[src/rtl/muldiv_seq.sv]
// Sequential unsigned multiply/divide engine that drives the external 16-bit ALU one op per cycle.
// Optional macro MULDIV_ZERO_SKIP_EN: trivially-zero operands finish without iterating.
module muldiv_seq #(
    parameter int DATA_WIDTH = 16,
    parameter int OP_SIZE    = 4
) (
    input  logic                  clk,
    input  logic                  rst_n,
    input  logic                  start,
    input  logic                  op,
    input  logic [DATA_WIDTH-1:0] opa,
    input  logic [DATA_WIDTH-1:0] opb,
    output logic                  busy,
    output logic                  done,
    output logic [DATA_WIDTH-1:0] result_hi,
    output logic [DATA_WIDTH-1:0] result_lo,
    output logic                  div_by_zero,
    output logic [DATA_WIDTH-1:0] alu_rega,
    output logic [DATA_WIDTH-1:0] alu_regb,
    output logic [OP_SIZE-1:0]    alu_control,
    input  logic [DATA_WIDTH-1:0] alu_out,
    input  logic                  alu_cout
);

    localparam int CNT_W = (DATA_WIDTH > 1) ? $clog2(DATA_WIDTH) : 1;
    localparam logic [OP_SIZE-1:0] ALU_ADD  = OP_SIZE'(0);
    localparam logic [OP_SIZE-1:0] ALU_SUB  = OP_SIZE'(1);
    localparam logic [CNT_W-1:0]   CNT_LAST = CNT_W'(DATA_WIDTH - 1);

    typedef enum logic [1:0] {
        IDLE,
        RUN,
        DONE
    } state_t;

    state_t                state, state_nxt;
    logic [CNT_W-1:0]      cnt_q;
    logic                  op_q;
    logic [DATA_WIDTH-1:0] opd_q;
    logic [DATA_WIDTH-1:0] hi_q, lo_q;
    logic [DATA_WIDTH-1:0] hi_nxt, lo_nxt;
    logic [DATA_WIDTH-1:0] div_shift;
    logic                  accept;
    logic                  dbz_hit;
    logic                  skip_hit;
    logic                  last_iter;

    assign accept    = (state == IDLE) && start;
    assign dbz_hit   = op && (opb == '0);
    assign last_iter = (state == RUN) && (cnt_q == CNT_LAST);
    assign div_shift = {hi_q[DATA_WIDTH-2:0], lo_q[DATA_WIDTH-1]};

`ifdef MULDIV_ZERO_SKIP_EN
    assign skip_hit = (!op && ((opa == '0) || (opb == '0))) ||
                      (op && (opa == '0) && (opb != '0));
`else
    assign skip_hit = 1'b0;
`endif

    assign busy = (state != IDLE);
    assign done = (state == DONE);

    always_comb begin
        state_nxt   = state;
        alu_control = ALU_ADD;
        alu_rega    = '0;
        alu_regb    = '0;
        hi_nxt      = hi_q;
        lo_nxt      = lo_q;
        case (state)
            IDLE: begin
                if (start) begin
                    state_nxt = (dbz_hit || skip_hit) ? DONE : RUN;
                end
            end
            RUN: begin
                if (!op_q) begin
                    alu_rega = hi_q;
                    alu_regb = lo_q[0] ? opd_q : '0;
                    {hi_nxt, lo_nxt} = {alu_cout, alu_out, lo_q[DATA_WIDTH-1:1]};
                end else begin
                    alu_control = ALU_SUB;
                    alu_rega    = div_shift;
                    alu_regb    = opd_q;
                    // A set shifted-out msb means the partial remainder exceeds any divisor.
                    if (hi_q[DATA_WIDTH-1] || !alu_cout) begin
                        hi_nxt = alu_out;
                        lo_nxt = {lo_q[DATA_WIDTH-2:0], 1'b1};
                    end else begin
                        hi_nxt = div_shift;
                        lo_nxt = {lo_q[DATA_WIDTH-2:0], 1'b0};
                    end
                end
                if (cnt_q == CNT_LAST) begin
                    state_nxt = DONE;
                end
            end
            DONE: begin
                state_nxt = IDLE;
            end
            default: begin
                state_nxt = IDLE;
            end
        endcase
    end

    always_ff @(posedge clk or negedge rst_n) begin
        if (!rst_n) begin
            state       <= IDLE;
            cnt_q       <= '0;
            div_by_zero <= 1'b0;
            result_hi   <= '0;
            result_lo   <= '0;
        end else begin
            state <= state_nxt;
            if (accept) begin
                cnt_q       <= '0;
                div_by_zero <= dbz_hit;
                if (dbz_hit) begin
                    result_hi <= opa;
                    result_lo <= '1;
                end else if (skip_hit) begin
                    result_hi <= '0;
                    result_lo <= '0;
                end
            end else if (state == RUN) begin
                cnt_q <= cnt_q + 1'b1;
                if (last_iter) begin
                    result_hi <= hi_nxt;
                    result_lo <= lo_nxt;
                end
            end
        end
    end

    // Operand and working registers carry data only and need no reset.
    always_ff @(posedge clk) begin
        if (accept) begin
            op_q  <= op;
            opd_q <= op ? opb : opa;
            hi_q  <= '0;
            lo_q  <= op ? opa : opb;
        end else if (state == RUN) begin
            hi_q <= hi_nxt;
            lo_q <= lo_nxt;
        end
    end

endmodule

[config.mk]
export PLATFORM = sky130hd
export DESIGN_NAME = muldiv_seq
export DESIGN_NICKNAME = d
export VERILOG_FILES = /design/src/rtl/muldiv_seq.sv
export SDC_FILE = /design/constraint.sdc
export NUM_CORES = 1
export LEC_CHECK = 0
export BUFFER_PORTS_ARGS = -buffer_cell sky130_fd_sc_hd__buf_2
export CAP_MARGIN = 0
export CELL_PAD_IN_SITES_DETAIL_PLACEMENT = 0
export CELL_PAD_IN_SITES_GLOBAL_PLACEMENT = 1
export CORE_MARGIN = 1.5
export CORE_UTILIZATION = 37
export DETAILED_ROUTE_END_ITERATION = 10
export GPL_TIMING_DRIVEN = 0
export PLACE_DENSITY_LB_ADDON = 0.1
export SYNTH_ARGS = -nofsm -noshare
export SYNTH_HDL_FRONTEND = slang
export SYNTH_SLANG_ARGS = --single-unit
[constraint.sdc]
create_clock -name clk -period 2.4 [get_ports clk]
set_input_delay 0.24 -clock clk [delete_from_list [all_inputs] [get_ports clk]]
set_output_delay 0.24 -clock clk [all_outputs]
set_load 0.02 [all_outputs]
==> results of run 1 <==
[per-stage QoR]
stage / hold WS, ns / worst slack, ns / power [mW] / cell area [sq um]
after CTS: 0.0852 / 0.0371 / 8.10 / 6030
final: 0.0412 / 0.175 / 8.08 / 6050
after detailed placement: 0.443 / -0.632 / 6.52 / 5690
after floorplan: -0.0556 / 0.139 / 5.23 / 4880
after global routing: 0.143 / 0.0474 / 8.56 / 6050
after global placement: 0.435 / -0.590 / 6.48 / 5690
[state kept, by name, indices dropped and copies added (netlist names)]
| register | flops |
|---|---|
| hi_q | 16 |
| lo_q | 16 |
| opd_q | 16 |
| result_hi | 16 |
| result_lo | 16 |
| cnt_q | 4 |
| state | 2 |
| div_by_zero | 1 |
| op_q | 1 |
[logic make-up (layout without fill, tap and decap cells)]
family | after synthesis | count (layout) | share of synthesized area [%]
AOI/OAI and AO/OA | 103 | 103 | 16.6
xor gates and xnor gates | 1 | 1 | 0.180
adders and majority gates | 1 | 1 | 0.257
buffers and inverters | 59 | 194 | 5.88
DFF | 88 | 88 | 46.9
muxes | 64 | 64 | 15.0
other | 1 | 3 | 0.0770
and+or+nand+nor | 142 | 142 | 15.0
[metal layers]
layer	wire length [um]	share of wire, %
met1	6840	45
met2	7290	48
met3	735	4.9
met4	176	1.2
met5	0	0
[area by class of cell]
type	instances	area [sq um]	area share [%]
Sequential cell	88	2290	37.8
Buffer	40	224	3.70
Timing Repair Buffer	120	616	10.2
Tap cell	172	215	3.55
Inverter	18	71.3	1.18
Multi-Input combinational cell	314	2310	38.1
Clock inverter	4	53.8	0.889
Clock buffer	12	279	4.61
[power groups by stage]
stage / Sequential [mW] / Combinational, mW / Clock, mW
after floorplan: 2.93 / 2.30 / 0
after global placement: 2.76 / 3.72 / 0
after detailed placement: 2.78 / 3.74 / 0
after CTS: 2.75 / 3.78 / 1.58
after global routing: 2.82 / 4.11 / 1.64
final: 2.74 / 3.78 / 1.56
[synth_stat cells, types with 2 or more instances]
cell,number,share of area (%)
nor2_1,69,5.3
dfrtp_1,39,20
edfxtp_1,33,20
mux2i_1,31,6.4
mux2_2,20,4.6
clkbuf_1,18,1.4
inv_1,18,1.4
nor2b_1,18,2.3
and2_1,17,2.2
a22o_1,16,2.9
dfxtp_1,16,6.6
a211oi_1,15,2.3
a21oi_1,15,1.5
a2bb2oi_1,15,2.7
a32o_1,15,3.1
nand3b_1,15,2.3
o211ai_1,15,2.3
mux2_4,13,4.0
buf_2,12,1.2
nand2_1,11,0.85
o21ai_0,6,0.62
buf_4,5,0.77
buf_1,3,0.23
buf_6,2,0.46
nand2b_1,2,0.26
nand3_1,2,0.21
nor4_2,2,0.51
[path summary, 6_finish.rpt]
check                                 to  cells past startpoint  slack [ns]
max in group asynchronous  result_hi[14]                      1        1.78
min in group clk                    op_q                      1        0.15
min reg2reg                 result_lo[0]                      1        0.50
max                          alu_rega[1]                      6        0.17
max reg2reg                      lo_q[3]                      7        0.24
min                        result_hi[15]                      1        0.04
[repair_timing]
| action | CTS | global route |
|---|---|---|
| gates resized for setup | 3 | 5 |
| endpoints found under the setup margin | 30 | 29 |
| setup buffers | 0 | 1 |
==> results.sh, run 1 <==
export IMPL_yosys_most_used_dff="dfrtp_1"
export IMPL_internal_power_mw=4.76
export IMPL_hpwl_mm=11.2
export IMPL_rsz0062_at_grt="false"
export IMPL_switching_share_pct=41.1
export IMPL_crit_path_end_kind="output pin"
export IMPL_rr_startpoint="state[0]"
export IMPL_status="complete, no violations"
export IMPL_layout_drive_gt1_share_pct=33.4
export IMPL_path_max_fanout=10
export IMPL_cp_start_kind="register"
export IMPL_dp_cells=752
export IMPL_drc=0
export IMPL_finalMaxSlewViolations=0
export IMPL_cpMostUsedCell="buf_2"
export IMPL_worstPathRequired_ns=2.16
export IMPL_synth_edf_count=33
export IMPL_drv_cap=0
export IMPL_mostFrequentLayoutCells="129 x buf_2, 68 x nor2_1, 39 x dfrtp_1"
export IMPL_cts_buffer_depth=2
export IMPL_finalClockSkew_ns=0.00714
export IMPL_fillers=1288
export IMPL_start_util_pct=38.3
export IMPL_ys_seq_elements=88
export IMPL_viasPerCell=5.28
export IMPL_ys_seq_area_share_pct=46.9
export IMPL_timing_final_crit_period_ns=2.23
export IMPL_clock_fmax_ghz=0.449
export IMPL_cts_tree="yes"
export IMPL_syn_avg_cell_area_sq_um=10.6
export IMPL_dieArea_sq_mm=0.0139
export IMPL_grt_met2_usage_pct=36.8
export IMPL_critPathKind="register to output pin"
export IMPL_crit_arrival_ns=1.99
export IMPL_layoutNonFillerInstCount=768
export IMPL_dr_pass1_iters=4
export IMPL_clkPwrFrac_pct=19.3
export IMPL_worstPathCellList="clkbuf_1, buf_2, clkbuf_4, mux2i_1, nor2_1, buf_2"
export IMPL_worst_slew_pin_slew_ns=0.930
export IMPL_async_reset_ff_share_pct=44.3
export IMPL_core_area_sq_mm=0.0127
export IMPL_critPathBufInv=4
export IMPL_diodes=0
export IMPL_seqPwrFrac_pct=33.9
export IMPL_clock_latency_ns=0.34
export IMPL_syn_area_sq_mm=0.00487
export IMPL_drtIter0Drc=288
export IMPL_path_clk_slew_ns=0.07
export IMPL_gr_usage_met1_pct=29.9
export IMPL_holdBufCountCts=0
export IMPL_final_setup_tns_ns=0
export IMPL_ir_worst_vdd_uv=483
export IMPL_routabilityCongestion=0.822
export IMPL_die_y_um=118
export IMPL_cellPowerDensity_mw_per_mm2=1340
export IMPL_grt_pass1_vias=4028
export IMPL_p_leak_nw=2.75
export IMPL_syn_inst=459
export IMPL_max_stage_delay_ns=0.32
export IMPL_finalCritPeriodShare_pct=92.7
export IMPL_ios=124
export IMPL_hold_viol_final=0
export IMPL_final_common_cell="buf_2"
export IMPL_grt_max_degree=40
export IMPL_hold_class="input pin to async pin"
export IMPL_cp_slowest_cell="edfxtp_1"
export IMPL_wire_per_inst_um=19.6
export IMPL_grt_pass1_wl_mm=23.1
export IMPL_path_delay_family="buffers and inverters"
export IMPL_cts_htree_levels=3
export IMPL_critPathLaunch="op_q"
export IMPL_setup_violations=0
export IMPL_antenna_found_initial=0
export IMPL_rows=41
export IMPL_fin_nets=645
export IMPL_portBuffers=119
export IMPL_wirelength_mm=15.0
export IMPL_syn_to_final_growth_pct=24.3
export IMPL_via_count=4057
export IMPL_synth_warnings=0
export IMPL_clockRootBuffer="clkbuf_16"
export IMPL_grt_usage_pct=22.0
export IMPL_grtUsageMet3_pct=2.66
export IMPL_switchingPower_mw=3.32
export IMPL_numCtsBuffers=9
export IMPL_slew_headroom_pct=38.0
export IMPL_power_frac_comb_pct=46.7
export IMPL_gr_max_usage_layer="met2"
export IMPL_cts_num_sinks=88
export IMPL_die_x_um=118
export IMPL_antenna_left=0
export IMPL_synthDistinctLibCells=43
export IMPL_final_util_pct=47.6
export IMPL_gr_total_overflow=0
Note: power is estimated with default switching activity, not from simulation.
==> inputs of run 2 (changes only) <==
--- a/config.mk
+++ b/config.mk
@@ -8,9 +8,9 @@
 export BUFFER_PORTS_ARGS = -buffer_cell sky130_fd_sc_hd__buf_2
 export CAP_MARGIN = 0
 export CELL_PAD_IN_SITES_DETAIL_PLACEMENT = 0
-export CELL_PAD_IN_SITES_GLOBAL_PLACEMENT = 1
+export CELL_PAD_IN_SITES_GLOBAL_PLACEMENT = 2
 export CORE_MARGIN = 1.5
-export CORE_UTILIZATION = 37
+export CORE_UTILIZATION = 36
 export DETAILED_ROUTE_END_ITERATION = 10
 export GPL_TIMING_DRIVEN = 0
 export PLACE_DENSITY_LB_ADDON = 0.1
==> constraint.sdc (replaced) <==
create_clock -name clk -period 2.56 [get_ports clk]
set_input_delay 0.512 -clock clk [delete_from_list [all_inputs] [get_ports clk]]
set_output_delay 0.512 -clock clk [all_outputs]
set_load 0.02 [all_outputs]
==> results.sh, run 2 (synthesis results as in run 1) <==
export IMPL_diodes=0
export IMPL_ios=124
export IMPL_grt_pass1_wl_mm=23.1
export IMPL_cts_htree_levels=3
export IMPL_drc=0
export IMPL_rows=42
export IMPL_die_y_um=119
export IMPL_worstPathCellList="clkbuf_1, buf_6, buf_4, mux2i_1, nor2_1, buf_2"
export IMPL_layoutNonFillerInstCount=771
export IMPL_cellPowerDensity_mw_per_mm2=1220
export IMPL_reg2reg_to="lo_q[10]"
export IMPL_cp_start_kind="register"
export IMPL_gr_max_usage_layer="met2"
export IMPL_gr_usage_met1_pct=29.7
export IMPL_grt_max_degree=40
export IMPL_clock_fmax_ghz=0.420
export IMPL_finalClockSkew_ns=0.00528
export IMPL_viasPerCell=5.23
export IMPL_holdBufCountCts=0
export IMPL_finalMaxSlewViolations=0
export IMPL_routabilityCongestion=0.821
export IMPL_rr_startpoint="state[0]"
export IMPL_ir_worst_vdd_uv=505
export IMPL_clock_latency_ns=0.35
export IMPL_grt_met2_usage_pct=34.9
export IMPL_p_leak_nw=2.70
export IMPL_path_max_fanout=10
export IMPL_worstPathRequired_ns=2.05
export IMPL_mostFrequentLayoutCells="128 x buf_2, 68 x nor2_1, 39 x dfrtp_1"
export IMPL_status="complete, no violations"
export IMPL_portBuffers=119
export IMPL_wirelength_mm=15.0
export IMPL_max_stage_delay_ns=0.32
export IMPL_reg2reg_depth=6
export IMPL_start_util_pct=36.8
export IMPL_hold_class="input pin to async pin"
export IMPL_crit_path_end_kind="output pin"
export IMPL_timing_final_crit_period_ns=2.38
export IMPL_core_area_sq_mm=0.0132
export IMPL_r2r_slack_ns=0.26
export IMPL_via_count=4031
export IMPL_hold_viol_final=0
export IMPL_fillers=1297
export IMPL_grtUsageMet3_pct=3.26
export IMPL_hpwl_mm=11.1
export IMPL_crit_arrival_ns=1.87
export IMPL_path_clk_slew_ns=0.06
export IMPL_cts_buffer_depth=2
export IMPL_critPathBufInv=4
export IMPL_critPathKind="register to output pin"
export IMPL_path_delay_family="buffers and inverters"
export IMPL_worst_slew_pin_slew_ns=0.965
export IMPL_grt_pass1_vias=4103
export IMPL_wire_per_inst_um=19.4
export IMPL_dieArea_sq_mm=0.0142
export IMPL_final_util_pct=45.1
export IMPL_cp_slowest_cell="edfxtp_1"
export IMPL_dr_pass1_iters=6
export IMPL_multi_input_area_sq_mm=0.00231
export IMPL_finalCritPeriodShare_pct=93.1
export IMPL_layout_drive_gt1_share_pct=32.8
export IMPL_rsz0062_at_grt="false"
export IMPL_final_common_cell="buf_2"
export IMPL_die_x_um=119
export IMPL_post_cts_setup_buffer_count=0
export IMPL_antenna_left=0
export IMPL_fin_nets=644
export IMPL_clockRootBuffer="clkbuf_16"
export IMPL_grt_usage_pct=21.6
export IMPL_cts_tree="yes"
export IMPL_drtIter0Drc=275
export IMPL_antenna_found_initial=0
export IMPL_hold_ws_ns=0.304
export IMPL_slew_headroom_pct=35.7
export IMPL_setup_violations=0
export IMPL_gr_total_overflow=0
export IMPL_syn_to_final_growth_pct=22.7
export IMPL_drv_cap=0
export IMPL_seqCellArea_sq_mm=0.00229
export IMPL_numCtsBuffers=9
export IMPL_dp_cells=756
export IMPL_cts_num_sinks=88
-- run 2: cell types whose count changed in the layout (fill, tap and decap cells not counted), sizes merged --
cell      change
bufinv        -1
buf           +1
clkinv        +3
clkinvlp      +1
inv           -3
clkbuf        -2
-- run 2: cell type report --
type / count / area share, %
flip-flops and latches: 88 / 38.3
clock buffers: 12 / 3.96
plain buffers: 40 / 3.85
repair buffers: 119 / 9.97
clock inverters: 4 / 0.356
inverters: 18 / 1.19
well taps: 176 / 3.69
multi-input cells: 314 / 38.7
-- run 2: what timing repair did --
item | in CTS | in global routing
endpoints found under the setup margin | 42 | 38
pin swaps | 0 | 0
endpoints found under the hold margin | 0 | 0
gates resized for setup | 6 | 5
-- run 2: metrics by stage --
step                TNS (ns)  instance area (sq um)  worst slack (ns)  power [mW]
floorplan                  0                   4880             0.299        4.90
global placement       -7.67                   5700            -0.481        6.09
detailed placement     -8.41                   5700            -0.527        6.12
CTS                        0                   5960            0.0441        7.35
global route               0                   5980            0.0276        7.77
finish                     0                   5980             0.178        7.30
-- run 2: where the power goes --
| group | internal [mW] | switching [mW] |
|---|---|---|
| Clock | 0.653 | 0.554 |
| Sequential | 2.15 | 0.417 |
| Combinational | 1.40 | 2.13 |
| Total | 4.21 | 3.10 |
-- run 2: worst max path at each step --
stage                  start           end  slack, ns  cells after the start
floorplan           state[0]       lo_q[0]       0.30                      6
global placement       start      lo_q[10]      -0.48                      6
detailed placement     start      lo_q[11]      -0.53                      6
CTS                     op_q  alu_rega[13]       0.04                      6
global route            op_q  alu_rega[13]       0.03                      6
finish                  op_q   alu_rega[1]       0.18                      6
-- run 2: metal layers --
metal / vias up / share of wire (%)
met5: - / 0
li1: 1930 / -
met2: 127 / 47
met4: 0 / 1.4
met3: 15 / 4.9
met1: 1959 / 47
==> inputs of run 3 (changes only) <==
--- a/config.mk
+++ b/config.mk
@@ -10,9 +10,12 @@
 export CELL_PAD_IN_SITES_DETAIL_PLACEMENT = 0
 export CELL_PAD_IN_SITES_GLOBAL_PLACEMENT = 2
 export CORE_MARGIN = 1.5
-export CORE_UTILIZATION = 36
+export CORE_UTILIZATION = 37
+export CTS_BUF_LIST = sky130_fd_sc_hd__clkbuf_4
+export CTS_CLUSTER_SIZE = 16
 export DETAILED_ROUTE_END_ITERATION = 10
 export GPL_TIMING_DRIVEN = 0
+export MAX_ROUTING_LAYER = met4
 export PLACE_DENSITY_LB_ADDON = 0.1
 export SYNTH_ARGS = -nofsm -noshare
 export SYNTH_HDL_FRONTEND = slang
==> results.sh, run 3 (synthesis results as in run 1) <==
export IMPL_grt_usage_pct=22.4
export IMPL_critPathKind="register to output pin"
export IMPL_power_frac_comb_pct=51.6
export IMPL_clockRootBuffer="clkbuf_4"
export IMPL_worst_slew_pin_slew_ns=0.998
export IMPL_final_common_cell="buf_2"
export IMPL_switchingPower_mw=3.05
export IMPL_die_x_um=118
export IMPL_drtIter0Drc=228
export IMPL_hold_viol_final=0
export IMPL_timing_final_crit_period_ns=2.43
export IMPL_holdBufCountCts=0
export IMPL_start_util_pct=38.3
export IMPL_mostFrequentLayoutCells="128 x buf_2, 68 x nor2_1, 39 x dfrtp_1"
export IMPL_rsz0062_at_grt="false"
export IMPL_path_clk_slew_ns=0.15
export IMPL_worstPathRequired_ns=2.05
export IMPL_status="complete, no violations"
export IMPL_hold_class="input pin to async pin"
export IMPL_cts_htree_levels=3
export IMPL_cts_buffer_depth=2
export IMPL_clkPwrFrac_pct=10.6
export IMPL_drc=0
export IMPL_wire_per_inst_um=19.7
export IMPL_path_max_fanout=10
export IMPL_hpwl_mm=11.1
export IMPL_via_count=4057
export IMPL_finalMaxSlewViolations=0
export IMPL_wirelength_mm=15.1
export IMPL_crit_path_end_kind="output pin"
export IMPL_setup_violations=0
export IMPL_routabilityCongestion=0.800
export IMPL_layout_drive_gt1_share_pct=33.5
export IMPL_diodes=0
export IMPL_grt_max_degree=40
export IMPL_post_cts_setup_buffer_count=0
export IMPL_cts_tree="yes"
export IMPL_dr_pass1_iters=5
export IMPL_viasPerCell=5.30
export IMPL_core_area_sq_mm=0.0127
export IMPL_fillers=1268
export IMPL_rows=41
export IMPL_p_leak_nw=2.64
export IMPL_ir_worst_vdd_uv=567
export IMPL_final_util_pct=45.8
export IMPL_dieArea_sq_mm=0.0139
export IMPL_portBuffers=119
export IMPL_internal_power_mw=3.78
export IMPL_fin_nets=643
export IMPL_finalCritPeriodShare_pct=94.9
export IMPL_cp_start_kind="register"
export IMPL_syn_to_final_growth_pct=19.5
export IMPL_clock_fmax_ghz=0.412
export IMPL_multi_input_area_sq_mm=0.00231
export IMPL_crit_arrival_ns=1.92
export IMPL_antenna_left=0
export IMPL_numCtsBuffers=9
export IMPL_cts_num_sinks=88
export IMPL_switching_share_pct=44.7
export IMPL_seqCellArea_sq_mm=0.00229
export IMPL_cellPowerDensity_mw_per_mm2=1170
export IMPL_gr_total_overflow=0
export IMPL_die_y_um=118
export IMPL_clock_latency_ns=0.45
export IMPL_finalClockSkew_ns=0.0180
export IMPL_seqPwrFrac_pct=37.8
export IMPL_p_total_mw=6.83
export IMPL_ios=124
export IMPL_drv_cap=0
export IMPL_slew_headroom_pct=33.4
export IMPL_antenna_found_initial=0
export IMPL_grt_pass1_vias=4059
export IMPL_grt_pass1_wl_mm=23.0
==> run 3: changes by cell type in the layout (fill, tap and decap cells not counted) <==
| cell | previous run | this run |
|---|---|---|
| clkbuf_4 | 0 | 13 |
| clkbuf_16 | 9 | 0 |
| clkbuf_1 | 18 | 13 |
==> run 3: through the flow <==
stage | setup slack, ns | instance area (sq um) | setup TNS (ns) | hold WS [ns] | std cells
5_1_grt | 0.00205 | 5820 | 0 | 0.257 | 766
3_3_place_gp | -0.444 | 5690 | -7.18 | 0.474 | 752
2_1_floorplan | 0.299 | 4880 | 0 | 0.216 | 461
3_5_place_dp | -0.481 | 5690 | -7.81 | 0.491 | 752
6_report | 0.132 | 5820 | 0 | 0.199 | 766
4_1_cts | 0.0419 | 5820 | 0 | 0.221 | 767
==> run 3: per-layer routing <==
| metal | routed length [um] | up-vias | global-route usage (%) | share of wire [%] |
|---|---|---|---|---|
| li1 | - | 1928 | - | - |
| met1 | 7120 | 1971 | 29.9 | 47 |
| met2 | 7030 | 140 | 35.3 | 47 |
| met3 | 711 | 18 | 3.83 | 4.7 |
| met4 | 213 | 0 | 5.87 | 1.4 |
| met5 | 0 | - | - | 0 |
==> run 3: area by class of cell <==
cell class | count | area share [%]
Tap cell | 172 | 3.69
Multi-Input combinational cell | 314 | 39.7
Sequential cell | 88 | 39.3
Timing Repair Buffer | 119 | 10.2
Clock buffer | 12 | 1.55
Buffer | 39 | 3.95
Inverter | 18 | 1.22
Clock inverter | 4 | 0.365
==> run 3: what timing repair did <==
action,4_1_cts,5_1_grt
endpoints found under the setup margin,43,40
pin swaps,0,1
gates resized for setup,9,5
==> run 3: worst max-delay path: stages (launching register included) <==
cell and delay (ns):
dfrtp_1 0.43, nand2b_1 0.14, buf_2 0.18, nor2_4 0.18
clkbuf_4 0.24, and2_1 0.14, buf_2 0.16
==> run 3: power groups by stage <==
stage	clock network [mW]	logic, mW	registers (mW)
3_3_place_gp	0	3.49	2.60
6_report	0.725	3.52	2.58
3_5_place_dp	0	3.51	2.61
4_1_cts	0.740	3.55	2.58
2_1_floorplan	0	2.15	2.75
5_1_grt	0.792	3.80	2.66
==> run 3: final timing paths <==
| kind | from | to | depth (start not counted) | slack (ns) |
|---|---|---|---|---|
| setup / recovery | state[1] | alu_regb[7] | 6 | 0.13 |
| hold / removal | rst_n | result_lo[5] | 1 | 0.20 |
| setup reg to reg | state[0] | lo_q[10] | 6 | 0.22 |
| hold reg to reg | result_hi[9] | result_hi[9] | 1 | 0.52 |
| max in group asynchronous | rst_n | result_lo[13] | 1 | 1.72 |
| min in group clk | op | op_q | 1 | 0.32 |
